$ cat config.mk
export PLATFORM = sky130hd
export DESIGN_NAME = load_store_unit
export DESIGN_NICKNAME = d
export VERILOG_FILES = /design/src/rtl/lsu_pkg.sv /design/src/rtl/lsu_align.sv /design/src/rtl/load_store_unit.sv
export SDC_FILE = /design/constraint.sdc
export NUM_CORES = 1
export LEC_CHECK = 0
export ABC_AREA = 0
export CORE_ASPECT_RATIO = 1.25
export CORE_MARGIN = 2
export CORE_UTILIZATION = 47
export CTS_BUF_LIST = sky130_fd_sc_hd__clkbuf_2 sky130_fd_sc_hd__clkbuf_4 sky130_fd_sc_hd__clkbuf_8
export DETAILED_ROUTE_END_ITERATION = 10
export GPL_ROUTABILITY_DRIVEN = 0
export GPL_TIMING_DRIVEN = 1
export PLACE_DENSITY_LB_ADDON = 0.05
export SYNTH_ARGS = -nofsm -noshare
export SYNTH_HDL_FRONTEND = slang
export SYNTH_HIERARCHICAL = 1
export SYNTH_SLANG_ARGS = --single-unit
$ cat constraint.sdc
create_clock -name clk -period 2.1 [get_ports clk]
set_clock_uncertainty 0.05 [all_clocks]
set_input_delay 0.42 -clock clk [delete_from_list [all_inputs] [get_ports clk]]
set_output_delay 0.42 -clock clk [all_outputs]
set_load 0.1 [all_outputs]
$ cat src/rtl/lsu_pkg.sv
// lsu_pkg: shared funct3 constants, FSM state encoding and fault decode for the load/store unit.
package lsu_pkg;
   localparam logic [2:0] F3_LB  = 3'b000;
   localparam logic [2:0] F3_LH  = 3'b001;
   localparam logic [2:0] F3_LW  = 3'b010;
   localparam logic [2:0] F3_LBU = 3'b100;
   localparam logic [2:0] F3_LHU = 3'b101;
   localparam logic [2:0] F3_SB  = 3'b000;
   localparam logic [2:0] F3_SH  = 3'b001;
   localparam logic [2:0] F3_SW  = 3'b010;

   typedef enum logic [1:0] {S_IDLE, S_REQ, S_WAIT, S_RESP} lsu_state_e;

   // Misaligned halfword/word, or a funct3 that has no RV32I load/store meaning.
   function automatic logic is_fault(input logic st, input logic [2:0] f3, input logic [1:0] off);
      logic mis, bad;
      mis = (f3[1:0] == 2'b01 && off[0]) || (f3[1:0] == 2'b10 && off != 2'b00);
      bad = st ? (f3[2] || f3 == 3'b011) : (f3 == 3'b011 || f3 == 3'b110 || f3 == 3'b111);
      return mis || bad;
   endfunction
endpackage

$ cat src/rtl/lsu_align.sv
// lsu_align: store lane replication/byte-enable generation and load byte extraction/extension.
//   st_off_i/st_funct3_i/st_data_i -> st_wdata_o, st_wmask_o (store side)
//   ld_off_i/ld_funct3_i/rdata_i   -> ld_data_o (load side)
module lsu_align
   import lsu_pkg::*;
(
   input  logic [1:0]  st_off_i,
   input  logic [2:0]  st_funct3_i,
   input  logic [31:0] st_data_i,
   input  logic [1:0]  ld_off_i,
   input  logic [2:0]  ld_funct3_i,
   input  logic [31:0] rdata_i,
   output logic [31:0] st_wdata_o,
   output logic [3:0]  st_wmask_o,
   output logic [31:0] ld_data_o
);
   logic [31:0] sh;
   always_comb begin
      st_wdata_o = (st_funct3_i[1:0] == 2'b00) ? {4{st_data_i[7:0]}} :
                   (st_funct3_i[1:0] == 2'b01) ? {2{st_data_i[15:0]}} : st_data_i;
      st_wmask_o = (st_funct3_i[1:0] == 2'b00) ? 4'b0001 << st_off_i :
                   (st_funct3_i[1:0] == 2'b01) ? 4'b0011 << {st_off_i[1], 1'b0} : 4'b1111;
      sh = rdata_i >> {ld_off_i, 3'b000};
      ld_data_o = (ld_funct3_i == F3_LB)  ? {{24{sh[7]}}, sh[7:0]} :
                  (ld_funct3_i == F3_LH)  ? {{16{sh[15]}}, sh[15:0]} :
                  (ld_funct3_i == F3_LBU) ? {24'd0, sh[7:0]} :
                  (ld_funct3_i == F3_LHU) ? {16'd0, sh[15:0]} : sh;
   end
endmodule

$ cat src/rtl/load_store_unit.sv
// load_store_unit: single-outstanding RV32I load/store unit between EX, a word memory and writeback.
//   in_*      op from EX (valid/ready, addr, wdata, funct3, is_store, rd)
//   mem_req_* word-aligned request (valid/ready, addr, wdata, wmask, we)
//   mem_resp_* load data, no backpressure
//   out_*     writeback (valid/ready, data, rd, we, fault)
module load_store_unit
   import lsu_pkg::*;
(
   input  logic        clk,
   input  logic        rst_n,
   input  logic        in_valid,
   output logic        in_ready,
   input  logic [31:0] in_addr,
   input  logic [31:0] in_wdata,
   input  logic [2:0]  in_funct3,
   input  logic        in_is_store,
   input  logic [4:0]  in_rd,
   output logic        mem_req_valid,
   input  logic        mem_req_ready,
   output logic [31:0] mem_addr,
   output logic [31:0] mem_wdata,
   output logic [3:0]  mem_wmask,
   output logic        mem_we,
   input  logic        mem_resp_valid,
   input  logic [31:0] mem_rdata,
   output logic        out_valid,
   input  logic        out_ready,
   output logic [31:0] out_data,
   output logic [4:0]  out_rd,
   output logic        out_we,
   output logic        out_fault
);
   lsu_state_e  state_q;
   logic [1:0]  off_q;
   logic [2:0]  f3_q;
   logic        st_q;
   logic [4:0]  rd_q;
   logic [31:0] st_wdata, ld_data;
   logic [3:0]  st_wmask;

   lsu_align u_align (
      .st_off_i    (in_addr[1:0]),
      .st_funct3_i (in_funct3),
      .st_data_i   (in_wdata),
      .ld_off_i    (off_q),
      .ld_funct3_i (f3_q),
      .rdata_i     (mem_rdata),
      .st_wdata_o  (st_wdata),
      .st_wmask_o  (st_wmask),
      .ld_data_o   (ld_data)
   );

   assign in_ready = state_q == S_IDLE;

   always_ff @(posedge clk or negedge rst_n) begin
      if (!rst_n) begin
         state_q       <= S_IDLE;
         off_q         <= 2'd0;
         f3_q          <= 3'd0;
         st_q          <= 1'b0;
         rd_q          <= 5'd0;
         mem_req_valid <= 1'b0;
         mem_addr      <= 32'd0;
         mem_wdata     <= 32'd0;
         mem_wmask     <= 4'd0;
         mem_we        <= 1'b0;
         out_valid     <= 1'b0;
         out_data      <= 32'd0;
         out_rd        <= 5'd0;
         out_we        <= 1'b0;
         out_fault     <= 1'b0;
      end else begin
         case (state_q)
            S_IDLE: if (in_valid) begin
               off_q <= in_addr[1:0];
               f3_q  <= in_funct3;
               st_q  <= in_is_store;
               rd_q  <= in_rd;
               // Faulting ops never touch memory; report straight to writeback.
               if (is_fault(in_is_store, in_funct3, in_addr[1:0])) begin
                  state_q   <= S_RESP;
                  out_valid <= 1'b1;
                  out_fault <= 1'b1;
                  out_we    <= 1'b0;
                  out_data  <= 32'd0;
                  out_rd    <= in_is_store ? 5'd0 : in_rd;
               end else begin
                  state_q       <= S_REQ;
                  mem_req_valid <= 1'b1;
                  mem_addr      <= {in_addr[31:2], 2'b00};
                  mem_we        <= in_is_store;
                  mem_wmask     <= in_is_store ? st_wmask : 4'd0;
                  mem_wdata     <= in_is_store ? st_wdata : 32'd0;
               end
            end
            S_REQ: if (mem_req_ready) begin
               mem_req_valid <= 1'b0;
               mem_we        <= 1'b0;
               mem_wmask     <= 4'd0;
               state_q       <= st_q ? S_RESP : S_WAIT;
               if (st_q) begin
                  out_valid <= 1'b1;
                  out_data  <= 32'd0;
                  out_rd    <= 5'd0;
                  out_we    <= 1'b0;
                  out_fault <= 1'b0;
               end
            end
            S_WAIT: if (mem_resp_valid) begin
               state_q   <= S_RESP;
               out_valid <= 1'b1;
               out_data  <= ld_data;
               out_rd    <= rd_q;
               out_we    <= rd_q != 5'd0;
               out_fault <= 1'b0;
            end
            S_RESP: if (out_ready) begin
               state_q   <= S_IDLE;
               out_valid <= 1'b0;
               out_we    <= 1'b0;
               out_fault <= 1'b0;
            end
            default: state_q <= S_IDLE;
         endcase
      end
   end
endmodule
# Word level (Yosys, flattened, before mapping)
# Cells that the tools add are included.
[totals]
register_bits = 121
latch_bits = 0
ramBits = 0
romBits = 0
out_inout_bits = 111
n_memories = 0
[classes]
add_sub_neg = 0
n_mul = 0
div_mod_pow = 0
n_lt_le_gt_ge = 0
n_eq_ne = 18
shift = 3
muxes = 57
n_bitwise = 1
n_reduce_logical = 20
[ops]
columns = ["operator", "n"]
rows = [
  ["2-to-1 mux 32 bit", 12],
  ["case mux 32 bit (3 select lines)", 1],
  [">> shifter 32 x 5 -> 32 bit", 1],
  ["2-to-1 mux 5 bit", 6],
  ["2-to-1 mux 4 bit", 6],
  ["2-to-1 mux 1 bit", 19],
  ["case mux 5 bit (3 select lines)", 1],
  ["equality test 3 bit, second input constant", 4],
  ["!= test 2 bit, second input constant", 6],
  ["case mux 1 bit (4 select lines)", 3],
  ["AND reduction 6 bit", 2],
  ["2-to-1 mux 2 bit", 5],
  ["case mux 2 bit (4 select lines)", 1],
  ["case mux 4 bit (2 select lines)", 1],
  ["AND reduction 4 bit", 2],
  ["equality test 2 bit, second input constant", 3],
  ["logical OR 1 bit", 5],
  ["nonzero test 5 bit", 1],
  ["equality test 2 x 1 -> 1 bit, second input constant", 2],
  ["logical NOT 2 bit", 2],
  ["case mux 1 bit (2 select lines)", 2],
  ["nonzero test 2 bit", 2],
  ["left shift 1 x 2 -> 4 bit, first input constant", 1],
  ["left shift 2 x 2 -> 4 bit, first input constant", 1],
  ["other kinds (9)", 10],
]

# Depth between registers and ports, before layout
[logic_depth]
depth_word = 8
depth_mapped = 8

# Hierarchy
# The synthesis kept the hierarchy.
[by_module_without_submodules]
columns = ["module", "instances", "cells_each", "area_per_inst_um2", "seq_area_each_um2"]
rows = [
  ["load_store_unit", 1, 442, 5172.5, 3027.9],
  ["lsu_align", 1, 177, 1202.4, 0.0],
]

# Least setup slack after synthesis
# No wires, ideal clock.
[synth_timing]
path_type = "register to register"
from = "register state_q[0]"
to = "register mem_addr[15]"
setup_ps = 125
arrival_ps = 2467
t_required_ps = 1925
setup_slack_ps = -542
stages_incl_launch_ff = 8
n_path_buf = 2
period_less_slack_ps = 2642
cell_sequence = "dfrtp_1 > inv_1 > ha_1 > nand2_1 > o21bai_2 > buf_6 > buf_6 > mux2_4"
[synth_between]
elab_chain_cells = 2
[synth_lines]
columns = ["item", "line_no", "text"]
rows = [
  ["start: declaration", "load_store_unit.sv:33", "lsu_state_e state_q;"],
  ["start signal: assignment", "load_store_unit.sv:100", "state_q <= st_q ? S_RESP : S_WAIT;"],
  ["logical NOT 2 bit", "n/a", ""],
  ["via in_ready", "load_store_unit.sv:12", "output logic in_ready,"],
  ["AND reduction 3 bit (no source line)", "n/a", ""],
  ["end signal: assignment", "load_store_unit.sv:90", "mem_addr <= {in_addr[31:2], 2'b00};"],
  ["end: declaration", "load_store_unit.sv:20", "output logic [31:0] mem_addr,"],
]
# The timed path passes the listed nets, and every way through them passes these cells.
# A chain may end at the register's enable or synchronous reset.

# Worst setup path after layout
[layout_timing]
from = "register state_q[1]"
to = "register out_rd[3]"
[layout_between]
elab_chain_cells = 3
elab_cells_between_ends = 11
classes_between = "eq/ne (7); mux (1); reduce/logical (3)"
[layout_lines]
columns = ["item", "line_no", "text"]
rows = [
  ["equality test 2 x 1 -> 1 bit (tied with other cells)", "load_store_unit.sv:73", "case (state_q)"],
  ["!= test 2 bit (no source line) (tied with other cells)", "n/a", ""],
  ["AND reduction 6 bit (no source line)", "n/a", ""],
  ["end signal: assignment", "load_store_unit.sv:86", "out_rd <= in_is_store ? 5'd0 : in_rd;"],
  ["end signal: assignment", "load_store_unit.sv:113", "out_rd <= rd_q;"],
  ["end: declaration", "load_store_unit.sv:29", "output logic [4:0] out_rd,"],
]
# Parallel ways exist; a longest one is shown, timed or not.

==> key figures <==
Yosys
  • Synth Warn #: 6
  • Area of the mapped netlist: 6370 µm²
  • Mapped Cells: 619
  • Post-synthesis cell type count: 39
  • Avg Inst Size Synth: 10.3 µm²
  • #FFs+latches synth: 121
  • Yosys top cell by area: dfrtp_1
  • Share of Yosys cell area claimed by the top area cell type: 0.475
  • Top post-synthesis cells by area: dfrtp_1 (47%), mux2i_1 (9.6%), mux2_2 (8.8%)
  • Seq/Total Area, Yosys: 0.475

Timing
  • Final worst slack: 52.9 ps
  • Slew @ Worst Pin: 596 ps
  • Max Slew Vio Count: 0
  • Tmin final: 2050 ps
  • Fmax: 489 MHz
  • Hold slack: 431 ps
  • Tcrit/Tclk final: 0.975
  • Final hold violations: 0
  • Max transition margin: 0.601
  • Setup violators final: 0

Worst setup path
  • Worst EP required: 2370 ps
  • CP Class: register to register
  • Reg-to-reg slack, setup: 50 ps
  • Startpoint types: register
  • Crit path max-delay family: simple AND/OR/NAND/NOR gates
  • Crit-path max cell delay: 450 ps
  • CP max FO: 7
  • Number of buffers and inverters on the critical path: 2
  • WP data arrival: 2320 ps
  • Crit end category: register
  • Crit-path cells: buf_4 > ha_2 > nand2b_4 > nand3_2 > nor4b_4 > clkbuf_16 > mux2_1
  • Slowest CP cell: nor4b_4

Drt
  • Antenna Nets Post-Route: 0
  • Drt first pass iters: 5
  • Via count of the routed design: 5249
  • DRC Markers: 0
  • DR iter-0 viols: 178
  • Via density: 5.04
  • Final wirelength: 16500 µm
  • Wirelength per Cell: 15.9 µm

Clocking
  • H-tree Lvls: 4
  • Clk buf depth: 2
  • CTS tree: built
  • Num CTS Buffers: 17
  • CTS sink count: 121
  • Clock-pin slew on the worst setup and hold paths: 70 ps
  • CTS Root Cell: clkbuf_8
  • Worst-Skew Late Latency: 440 ps

Finish
  • P&R area growth vs syn: 43.8%
  • Layout Cell Area excl Fill: 9170 µm²
  • Commonest non-fill, non-tap cell in the layout: buf_4
  • Antenna Cells: 0
  • Net count, final: 973
  • Share of cells above drive strength 1: 0.318
  • Most frequent cells in the layout: buf_4 (146), nand2_1 (126), dfrtp_1 (121)

GRT
  • Vias in the first global route: 5364
  • Global-route wire length before repair: 26300 µm
  • Overflow after GRT: 0
  • Largest net degree at the start of global routing: 51
  • Initial antenna violation count: 0
  • GR Util All Layers: 0.231

Die
  • Die Wd: 108 µm
  • Die H: 134 µm
  • Core Box Area: 13200 µm²
  • Die footprint: 14500 µm²
  • Rows: 47
  • Starting density of the core: 0.482
  • I/O pin total: 222

Placement
  • DP Area: 8640 µm²
  • Pre-CTS setup slack: -232 ps
  • Port Buffers: 219
  • Post-DP HPWL: 12200 µm

Min path
  • Type of the worst min-delay path: input port to asynchronous set/reset pin

Outcome
  • Status: finished clean

Flow run
  • Max-cap check violation count: 0
[metal layers]
metal | up-vias | wire length (µm) | part of all wire | global-route usage
met5 | - | 0 | 0 | 0
met4 | 0 | 265 | 0.016 | 0.0776
met3 | 23 | 1010 | 0.061 | 0.0622
met2 | 160 | 8680 | 0.53 | 0.410
met1 | 2512 | 6570 | 0.40 | 0.268
li1 | 2554 | - | - | -
[logic make-up (layout without fill, tap and decap cells)]
| logic type | count (synthesis) | in the layout | synth area share |
|---|---|---|---|
| and+or+nand+nor | 167 | 167 | 0.116 |
| buffers and inverters | 89 | 339 | 0.0699 |
| DFF | 121 | 121 | 0.475 |
| muxes | 134 | 134 | 0.236 |
| adders and majority gates | 4 | 4 | 0.00785 |
| AOI/OAI and AO/OA | 103 | 103 | 0.0948 |
| other | 1 | 2 | 0.000588 |
[path summary, 6_finish.rpt]
path / depth (start not counted) / from / end
min: 2 / rst_n / out_data[5]
max reg2reg: 7 / state_q[1] / out_rd[3]
min in group clk: 1 / out_valid / out_valid
min reg2reg: 1 / out_valid / out_valid
max: 7 / state_q[1] / out_rd[3]
max in group asynchronous: 3 / rst_n / mem_addr[25]
[synth_stat cells, drive strengths merged]
| library cell | n |
|---|---|
| nand2b | 6 |
| a21o | 3 |
| ha | 4 |
| a2111oi | 1 |
| dfrtp | 121 |
| a221oi | 1 |
| o21ai | 52 |
| conb | 1 |
| a21oi | 32 |
| o2111ai | 1 |
| mux4 | 1 |
| nor2b | 5 |
| clkbuf | 21 |
| mux2 | 72 |
| or2 | 8 |
| a32o | 5 |
| inv | 43 |
| nor3 | 1 |
| nand3 | 10 |
| nand2 | 126 |
| o221ai | 1 |
| nor2 | 6 |
| buf | 25 |
| o21bai | 5 |
| or3b | 1 |
| a21boi | 1 |
| o32a | 1 |
| nor4b | 1 |
| or4 | 1 |
| mux2i | 61 |
| nor4 | 2 |
[timing repair]
item / CTS / global route
setup buffers: 0 / 5
setup endpoints to repair: 0 / 34
endpoints found under the hold margin: 31 / 0
gates resized for setup: 0 / 8
hold buffers: 1 / 0
[sequential cells by signal, summed over array words and instances (netlist names)]
signal         count
off_q              2
mem_addr          30
out_valid          1
st_q               1
rd_q               5
mem_req_valid      1
out_data          32
f3_q               3
out_we             1
out_rd             5
mem_we             1
mem_wmask          4
mem_wdata         32
out_fault          1
state_q            2
[worst reg2reg max path: stages, from the launching register on]
cell and delay [ps]:
dfrtp_1 380, buf_4 150, ha_2 190, nand2b_4 80, nand3_2 90, nor4b_4 450, clkbuf_16 230, mux2_1 310
[per-stage QoR]
step,util,instances,setup TNS [ps]
finish,0.693,1041,0
global route,0.693,1041,-2.14
CTS,0.685,1035,0
detailed placement,0.653,1003,-13680
global placement,0.653,1003,-8330
floorplan,-,620,0
[cell type report]
class,instances,area (µm²)
clock buffers,21,277
clock inverters,10,144
fillers,1061,4070
inverters,43,161
multi-input cells,410,2960
flip-flops and latches,121,3030
well taps,171,214
repair buffers,265,2380
Power is not shown: default switching activity piles up to over one toggle a cycle in this logic, so the estimate is an artifact.
